## src/rtl/buf_pkg.sv

```systemverilog
// rtl/buf_pkg.sv - shared types and defaults for the buffer-address allocator
package buf_pkg;

  localparam int DEF_ADDR_W     = 4;
  localparam int DEF_POOL_DEPTH = 1 << DEF_ADDR_W;

  typedef logic [DEF_ADDR_W-1:0] buf_addr_t;

  typedef enum logic [1:0] {
    S_IDLE  = 2'd0,
    S_GRANT = 2'd1,
    S_GAP   = 2'd2
  } state_t;

endpackage

```

## src/rtl/buf_addr_alloc_arb_if.sv

```systemverilog
// rtl/buf_addr_alloc_arb_if.sv - free-address push, request/grant and pool status bundle
interface buf_addr_alloc_arb_if
  import buf_pkg::*;
#(
  parameter int NUM_REQ = 4,
  parameter int ADDR_W  = DEF_ADDR_W
);

  logic                free_addr_wr;
  logic [ADDR_W-1:0]   free_addr;
  logic [NUM_REQ-1:0]  req;
  logic [NUM_REQ-1:0]  gnt;
  logic [ADDR_W-1:0]   gnt_addr;
  logic                pool_empty;
  logic [ADDR_W:0]     pool_count;
  logic                overflow_err;

  // recycle manager and port writers drive the request side
  modport master (
    output free_addr_wr, free_addr, req,
    input  gnt, gnt_addr, pool_empty, pool_count, overflow_err
  );

  // the allocator answers with grants and pool status
  modport slave (
    input  free_addr_wr, free_addr, req,
    output gnt, gnt_addr, pool_empty, pool_count, overflow_err
  );

endinterface

```

## src/rtl/buf_addr_alloc_arb_rr_arbiter.sv

```systemverilog
// rtl/buf_addr_alloc_arb_rr_arbiter.sv - one-hot winner pick from req and rr_ptr (BUF_ALLOC_STRICT_PRI_EN: fixed priority)
module rr_arbiter #(
  parameter int NUM_REQ = 4,
  parameter int PTR_W   = (NUM_REQ > 1) ? $clog2(NUM_REQ) : 1
) (
  input  logic [NUM_REQ-1:0] req,
  input  logic [PTR_W-1:0]   rr_ptr,
  output logic [NUM_REQ-1:0] gnt,
  output logic [PTR_W-1:0]   win
);

  logic found;
  int   idx;

`ifdef BUF_ALLOC_STRICT_PRI_EN
  logic unused_rr_ptr;
  assign unused_rr_ptr = ^rr_ptr;
`endif

  // scan upward from the start position with wrap; first set request wins
  always_comb begin
    gnt   = '0;
    win   = '0;
    found = 1'b0;
    idx   = 0;
    for (int i = 0; i < NUM_REQ; i++) begin
`ifdef BUF_ALLOC_STRICT_PRI_EN
      idx = i;
`else
      idx = int'(rr_ptr) + i;
      if (idx >= NUM_REQ) idx = idx - NUM_REQ;
`endif
      if (!found && req[idx]) begin
        found    = 1'b1;
        gnt[idx] = 1'b1;
        win      = PTR_W'(idx);
      end
    end
  end

endmodule

```

## src/rtl/buf_addr_alloc_arb.sv

```systemverilog
// rtl/buf_addr_alloc_arb.sv - free-address pool shared among requesters (BUF_ALLOC_STRICT_PRI_EN selects fixed priority)
module buf_addr_alloc_arb
  import buf_pkg::*;
#(
  parameter int NUM_REQ    = 4,
  parameter int ADDR_W     = DEF_ADDR_W,
  parameter int POOL_DEPTH = DEF_POOL_DEPTH
) (
  input logic                   clk,
  input logic                   reset,
  buf_addr_alloc_arb_if.slave   bus
);

  localparam int PTR_W = (NUM_REQ > 1) ? $clog2(NUM_REQ) : 1;
  localparam logic [ADDR_W:0] FULL_CNT = (ADDR_W+1)'(POOL_DEPTH);

  state_t              state;
  logic [PTR_W-1:0]    rr_ptr;
  logic [PTR_W-1:0]    win_q;
  logic [NUM_REQ-1:0]  arb_gnt;
  logic [PTR_W-1:0]    arb_win;
  logic [NUM_REQ-1:0]  gnt_q;
  logic [ADDR_W-1:0]   gnt_addr_q;

  // pointers wrap by natural overflow because POOL_DEPTH == 2**ADDR_W
  logic [ADDR_W-1:0]   mem [POOL_DEPTH];
  logic [ADDR_W-1:0]   wr_ptr;
  logic [ADDR_W-1:0]   rd_ptr;
  logic [ADDR_W:0]     count;
  logic [ADDR_W:0]     count_next;
  logic                empty_q;
  logic                ovf_q;
  logic                push;
  logic                pop;

  // a grant (and the matching pop) fires only from idle with work and stock
  assign pop  = (state == S_IDLE) && (count != '0) && (bus.req != '0);
  assign push = bus.free_addr_wr && (count < FULL_CNT);

  rr_arbiter #(
    .NUM_REQ (NUM_REQ),
    .PTR_W   (PTR_W)
  ) u_rr_arbiter (
    .req    (bus.req),
    .rr_ptr (rr_ptr),
    .gnt    (arb_gnt),
    .win    (arb_win)
  );

  // next occupancy: simultaneous push and pop leaves the count unchanged
  always_comb begin
    count_next = count;
    if (push && !pop)      count_next = count + 1'b1;
    else if (!push && pop) count_next = count - 1'b1;
  end

  // pool storage; contents need no reset since count gates every read
  always_ff @(posedge clk) begin
    if (push) mem[wr_ptr] <= bus.free_addr;
  end

  // pool pointers, occupancy and the sticky overflow flag
  always_ff @(posedge clk) begin
    if (reset) begin
      wr_ptr  <= '0;
      rd_ptr  <= '0;
      count   <= '0;
      empty_q <= 1'b1;
      ovf_q   <= 1'b0;
    end else begin
      if (push) wr_ptr <= wr_ptr + 1'b1;
      if (pop)  rd_ptr <= rd_ptr + 1'b1;
      if (bus.free_addr_wr && !push) ovf_q <= 1'b1;
      count   <= count_next;
      empty_q <= (count_next == '0);
    end
  end

  // grant sequencer: idle -> grant (1 cycle) -> gap (1 cycle) -> idle
  always_ff @(posedge clk) begin
    if (reset) begin
      state      <= S_IDLE;
      gnt_q      <= '0;
      gnt_addr_q <= '0;
      rr_ptr     <= '0;
      win_q      <= '0;
    end else begin
      case (state)
        S_IDLE: begin
          if (pop) begin
            gnt_q      <= arb_gnt;
            gnt_addr_q <= mem[rd_ptr];
            win_q      <= arb_win;
            state      <= S_GRANT;
          end
        end
        S_GRANT: begin
          gnt_q <= '0;
`ifdef BUF_ALLOC_STRICT_PRI_EN
          rr_ptr <= '0;
`else
          rr_ptr <= (win_q == PTR_W'(NUM_REQ-1)) ? '0 : win_q + 1'b1;
`endif
          state <= S_GAP;
        end
        S_GAP: begin
          state <= S_IDLE;
        end
        default: begin
          gnt_q <= '0;
          state <= S_IDLE;
        end
      endcase
    end
  end

`ifdef BUF_ALLOC_STRICT_PRI_EN
  logic unused_win_q;
  assign unused_win_q = ^win_q;
`endif

  assign bus.gnt          = gnt_q;
  assign bus.gnt_addr     = gnt_addr_q;
  assign bus.pool_count   = count;
  assign bus.pool_empty   = empty_q;
  assign bus.overflow_err = ovf_q;

endmodule

```

## src/flat_wrapper.sv

```systemverilog
// flat-port wrapper written by rule: the top's interface ports become plain ports
module buf_addr_alloc_arb_flat import buf_pkg::*;
#(
  parameter int NUM_REQ    = 4,
  parameter int ADDR_W     = DEF_ADDR_W,
  parameter int POOL_DEPTH = DEF_POOL_DEPTH
)
  (clk, reset, bus_free_addr_wr, bus_free_addr, bus_req, bus_gnt, bus_gnt_addr, bus_pool_empty, bus_pool_count, bus_overflow_err);
  buf_addr_alloc_arb_if #(.NUM_REQ(NUM_REQ), .ADDR_W(ADDR_W)) bus_i ();
  input logic clk;
  input logic reset;
  input wire logic [$bits(bus_i.free_addr_wr)-1:0] bus_free_addr_wr;
  input wire logic [$bits(bus_i.free_addr)-1:0] bus_free_addr;
  input wire logic [$bits(bus_i.req)-1:0] bus_req;
  output wire logic [$bits(bus_i.gnt)-1:0] bus_gnt;
  output wire logic [$bits(bus_i.gnt_addr)-1:0] bus_gnt_addr;
  output wire logic [$bits(bus_i.pool_empty)-1:0] bus_pool_empty;
  output wire logic [$bits(bus_i.pool_count)-1:0] bus_pool_count;
  output wire logic [$bits(bus_i.overflow_err)-1:0] bus_overflow_err;
  assign bus_i.free_addr_wr = bus_free_addr_wr;
  assign bus_i.free_addr = bus_free_addr;
  assign bus_i.req = bus_req;
  assign bus_gnt = bus_i.gnt;
  assign bus_gnt_addr = bus_i.gnt_addr;
  assign bus_pool_empty = bus_i.pool_empty;
  assign bus_pool_count = bus_i.pool_count;
  assign bus_overflow_err = bus_i.overflow_err;
  buf_addr_alloc_arb #(.NUM_REQ(NUM_REQ), .ADDR_W(ADDR_W), .POOL_DEPTH(POOL_DEPTH)) u_core (.clk(clk), .reset(reset), .bus(bus_i));
endmodule
```

## config.mk

```make
export PLATFORM = sky130hd
export DESIGN_NAME = buf_addr_alloc_arb_flat
export DESIGN_NICKNAME = d
export VERILOG_FILES = /design/src/rtl/buf_pkg.sv /design/src/rtl/buf_addr_alloc_arb_if.sv /design/src/rtl/buf_addr_alloc_arb_rr_arbiter.sv /design/src/rtl/buf_addr_alloc_arb.sv /design/src/flat_wrapper.sv
export SDC_FILE = /design/constraint.sdc
export NUM_CORES = 1
export LEC_CHECK = 0
export BUFFER_PORTS_ARGS = -buffer_cell sky130_fd_sc_hd__buf_2
export CAP_MARGIN = 20
export CORE_ASPECT_RATIO = 2
export CORE_UTILIZATION = 60
export DETAILED_ROUTE_END_ITERATION = 10
export PLACE_DENSITY = 0.79
export SLEW_MARGIN = 30
export SYNTH_ARGS = -nofsm -noshare
export SYNTH_HDL_FRONTEND = slang
export SYNTH_HIERARCHICAL = 1
export SYNTH_SLANG_ARGS = --single-unit
```

## constraint.sdc

```tcl
create_clock -name clk -period 2.4 [get_ports clk]
set_input_delay 0.24 -clock clk [delete_from_list [all_inputs] [get_ports clk]]
set_output_delay 0.24 -clock clk [all_outputs]
set_load 0.05 [all_outputs]
```

Yosys cells after proc, flatten, opt, wreduce, memory -nomap -nowiden. Memories as Yosys holds them, arrays and structs flattened. A register that Yosys moved wholly into a read port is not among the register bits. Cells that the tools add are included.

Bitwise operators: 4. Reductions and logical operators: 24. Eq/ne operators: 4. Add/sub/neg operators: 12. Mux-type cells: 44. $lt $le $gt $ge: 13.

Operator list (number): $ge A32 B1 Y1 const B (4); $lt A32 B4 Y1 const B (4); $mux W32 (4); $mux W4 (5); $mux W1 (17); $logic_and A1 B1 Y1 (13); $mux W2 (6); $or A4 B4 Y4 (3); $sub A3 B3 Y4 const B (3); $mux W5 (2); $ge A3 B3 Y1 const B (3); $add A4 B1 Y4 const B (2); $bmux W1 S2 (4); $demux W1 S2 (4); $pmux W4 S2 (1); $add A2 B2 Y3 const B (2); $add A5 B1 Y5 const B (1); $logic_not A1 Y1 (5); $logic_not A5 Y1 (1); $lt A5 B5 Y1 const B (1); $reduce_bool A5 Y1 (1); $sub A5 B1 Y5 const B (1); $eq A2 B2 Y1 const B (2); $pmux W2 S2 (1); other kinds (10) (11).

Logic and storage cells: 111. Output and inout port bits: 15. Register bits after elaboration: 25. Memories kept: 1. RAM bits: 64. Bits of input ports: 11.

Memory list: u_core.mem (depth 16, bits a word 4, rd ports 1, clocked after Yosys merged registers in 1, wr ports 1, line buf_addr_alloc_arb.sv:26) `logic [ADDR_W-1:0] mem [POOL_DEPTH];`.

Depth between registers and ports, before layout.
Depth in word-level cells: 17. Depth in mapped cells: 9. Gate-level depth less buffers: 8.

Cells and area by module. Netlist, hierarchy kept.

By module, submodules not included: buf_addr_alloc_arb (sequential area each 2502.4 µm², area an instance 3808.7 µm², instances 1, cells each 261); rr_arbiter (sequential area each 0.0 µm², area an instance 478.0 µm², instances 1, cells each 51).

Worst setup path before layout. OpenSTA, ideal clock, no wires.

Path type: register -> register. From: register u_core.count[0], in the netlist u_core/bus.pool_count[0]. To: register u_core.empty_q, in the netlist u_core/bus.pool_empty. Library setup time: 0.116 ns. Required time: 2.284 ns. Path buffers: 1. Setup slack: 0.204 ns. Cell stages (with the launch flop): 9. Arrival: 2.080 ns. Clock period less this slack: 2.196 ns. Cell sequence: dfxtp_1 > inv_1 > ha_1 > or4b_4 > and3_4 > buf_6 > nor2_1 > o32a_1 > a41o_1.

Word-level cells in the longest chain between the ends: 7. Elaborated cells between the ends (all ways): 14. Those cells by class: 2 x add/sub; 1 x order compare; 2 x mux; 9 x reduce/logical.

Ends and longest elaborated chain: start: declaration (line buf_addr_alloc_arb.sv:29) `logic [ADDR_W:0] count;`; start signal: assignment (line buf_addr_alloc_arb.sv:74) `count <= count_next;`; $lt A5 B5 Y1 / $reduce_bool A5 Y1 (equally long branches) (line buf_addr_alloc_arb.sv:38, buf_addr_alloc_arb.sv:37); $logic_and A1 B1 Y1, on equally long branches (line buf_addr_alloc_arb.sv:38, buf_addr_alloc_arb.sv:37); $logic_not A1 Y1 / $logic_and A1 B1 Y1 (equally long branches) (line buf_addr_alloc_arb.sv:54, buf_addr_alloc_arb.sv:37); $logic_and A1 B1 Y1 / $logic_not A1 Y1 (equally long branches) (line buf_addr_alloc_arb.sv:54, buf_addr_alloc_arb.sv:53); $mux W5 / $logic_and A1 B1 Y1 (equally long branches) (line buf_addr_alloc_arb.sv:54, buf_addr_alloc_arb.sv:53); $mux W5 (*) (line buf_addr_alloc_arb.sv:53) `if (push && !pop) count_next = count + 1'b1;`; $logic_not A5 Y1 (*) (line buf_addr_alloc_arb.sv:75) `empty_q <= (count_next == '0);`; end signal: assignment (line buf_addr_alloc_arb.sv:75); end: declaration (line buf_addr_alloc_arb.sv:31) `logic empty_q;`.

Mark *: on every way between the ends. The rest lies on a longest branch, timed or not. A chain may end at the register's enable or synchronous reset.

Worst setup path after layout.
From: register u_core.count[1], in the netlist u_core/bus.pool_count[1]. To: register u_core.empty_q, in the netlist u_core/bus.pool_empty.

Same word-level chain as after synthesis.

==> reports/qor.yml <==
logic_synthesis:
  synthXorXnorAreaFrac: 0.02014
  synth_flop_cell: "edfxtp_1"
  yosys.cell_types.count: 46
  synth-compound-area-share: 0.06538
  ys_top_cells_by_count: "64 x edfxtp_1, 33 x nand2_1, 31 x nor2_1, 29 x dfxtp_1, 24 x mux4_2"
  synth_top_family_by_area: "multiplexers"
  syn_inst: 312
  synth-edff-count: 64
  synth_area_leaders: "edfxtp_1 45%, dfxtp_1 14%, mux4_2 13%, ha_1 4.7%, nand2_1 2.9%"
  synth_top_area_frac: 0.4483
  syn-mean-instance-area_um2: 13.74
  synth_nets: 339
  synth_seq_cells: 93
  synth_seq_area_share: 0.5838
  yosys_warnings: 6
  yosys.area.top_type: "edfxtp_1"
  synthesis.area_um2: 4287
  yosys.area_share.simple: 0.1226
  yosysMostFrequentCell: "edfxtp_1"
  async_reset_ff_frac: 0
  synth_mux_area_frac: 0.1334
  synth_fa_ha_area_frac: 0.04670
pwr:
  peakVddDrop_v: 0.0007857
  powerDensity_nw_per_um2: 1180
  leakage_nw: 1.689
global_route:
  grt_start_max_net_pins: 30
  grt_use_met2: 0.4866
  grt_util_met3: 0.05945
  met1_usage: 0.2517
  grt_pass1_wl_mm: 13.24
  overflow: 0
  grtUsageTotal: 0.2594
  top_usage_layer: "met2"
  antenna_found_initial: 0
  grt_pass1_vias: 2664
detailed_routing:
  via_count: 2630
  viasPerCell: 6.018
  wl_per_cell_um: 19.14
  finalWirelength_mm: 8.362
  first_pass_iters: 4
  drt_iter0_drc: 183
  antenna_left: 0
  drc: 0
die:
  core_area_um2: 6940
  num_rows: 43
  die_x_um: 61.77
  die_area_um2: 7507
  dieHeight_um: 121.5
  io_pins: 26
  initial_core_util: 0.6176
worst_hold_path:
  holdCritPathClass: "input pin to flip-flop"
  min-delay-start: "bus_free_addr_wr"
setup_path:
  critPathCaptureType: "flip-flop"
  cp.required_ns: 2.68
  cp_top_family: "simple AND/OR/NAND/NOR gates"
  arrival_ns: 2.33
  path_cells: "inv_1 > ha_1 > or4b_4 > and3_4 > xnor2_2 > a221oi_1 > a41o_1"
  crit_fanout: 17
  startpoint: "u_core/bus.pool_count[1]$_SDFF_PP0_"
  crit_slowest_cell: "or4b_4"
  critPathBufInv: 1
  critical-path-max-stage-delay_ns: 0.50
  worstSetupPathType: "flip-flop to flip-flop"
  r2r-start: "u_core/bus.pool_count[1]$_SDFF_PP0_"
  setup.worst_path.start_class: "flip-flop"
timing:
  hold_viol_final: 0
  fin_crit_ns: 2.058
  fin_tns_setup_ns: 0
  slew_viol_final: 0
  max_slew.worst_pin.slew_ns: 0.5290
  fin_skew_ns: 0.005153
  relSlewSlack: 0.6474
  finalWorstSetupSlack_ns: 0.3419
  grt_setup_unrepaired: "no"
  setup_viol_count_final: 0
  timing.final.crit_share: 0.8575
  fmax_ghz: 0.4859
placed_design:
  place_congestion: 0.7708
  io_buffer_count: 25
  dp_slack_ns: 0.3462
  dp_hpwl_mm: 6.090
cells_and_area:
  fillers: 459
  drive_gt1_frac: 0.2421
  area_growth_pct: 13.05
  diodes: 0
  multi_input_area_um2: 1664
  finalNetCount: 369
  seqCellArea_um2: 2502
cts:
  clk_latency_ns: 0.34
  clock_sinks: 93
  cts_root_buf: "clkbuf_16"
  post_cts_resized: 0
  clk_pin_slew_ns: 0.06
  cts_tree: "built"
  post_cts.repair.setup_buffers: 0
  cts_max_level: 3
  cts_buffer_depth: 2
  hold_buffers: 0
  cts_made_buffers: 9
run_status:
  run_status: "finished clean"
job:
  maxCapViolCount: 0
power breakdown:
group          internal (mW)  leakage [nW]  switching [mW]
Combinational          0.860         0.717            1.33
Clock                  0.924         0.157           0.594
Sequential              1.88         0.815           0.130
through the flow:
step / total power, mW / hold slack (ns) / instances / area (µm²) / util
floorplan: 3.769 / 0.3389 / 312 / 4287 / -
global placement: 4.187 / 0.4450 / 421 / 4518 / 0.6510
detailed placement: 4.227 / 0.4536 / 421 / 4518 / 0.6510
CTS: 5.752 / 0.1919 / 437 / 4846 / 0.6982
global route: 6.024 / 0.2150 / 437 / 4846 / 0.6982
finish: 5.719 / 0.2031 / 437 / 4846 / 0.6982
cells in the final DEF, fill, tap and decap left out, drive strengths merged, types with 2 or more instances in the layout:
cell,synthesis,layout
inv,7,10
nor3,7,7
mux2i,2,2
nand2,33,33
nand3,5,5
a21oi,17,17
a211oi,2,2
o2bb2ai,5,5
nand3b,7,7
o21ai,3,3
bufinv,0,2
xor2,5,5
nand2b,5,5
nor2,31,31
nand4,4,4
dfxtp,29,29
a221oi,6,6
clkbuf,5,9
xnor2,4,4
edfxtp,64,64
nor2b,6,6
ha,16,16
mux4,24,24
buf,11,35
logic make-up after synthesis:
kind of cell	after synthesis
muxes	27
and+or+nand+nor	104
adders and majority gates	16
buffers and inverters	23
xor gates and xnor gates	9
AOI/OAI and AO/OA	40
DFF	93
registers in the layout, summed over array words and instances, names as in the netlist, 2 cells and up:
signal,cells
u_core/bus.gnt_addr,4
u_core/bus.pool_count,5
u_core/win_q,2
u_core/bus.gnt,4
u_core/rr_ptr,2
u_core/rd_ptr,4
u_core/mem,64
u_core/state,2
u_core/wr_ptr,4
path summary, 6_finish.rpt:
path | endpoint | cells after the start | slack [ns]
setup / recovery | u_core/bus.pool_empty$_SDFF_PP1_ | 7 | 0.34
hold / removal | u_core/bus.overflow_err$_SDFFE_PP0P_ | 3 | 0.20
setup reg to reg | u_core/bus.pool_empty$_SDFF_PP1_ | 7 | 0.34
hold reg to reg | u_core/bus.overflow_err$_SDFFE_PP0P_ | 2 | 0.46
final cells by class:
type	count	area share
sequential	93	0.5164
multi-input combinational	196	0.3434
clock buffer	9	0.04648
timing repair buffer	35	0.04389
tap	90	0.02324
clock inverter	7	0.02117
inverter	7	0.005422
worst min-delay path, cell delays in order:
cell and delay, ns:
buf_2 0.12, a21oi_1 0.07, nor2_1 0.07
metal layers:
layer  up-vias  part of all wire
met5         -                 0
met4         0             0.021
met3        17             0.028
met1      1299              0.34
met2        76              0.61
li1       1238                 -
Power figures use the tool's default switching activity.
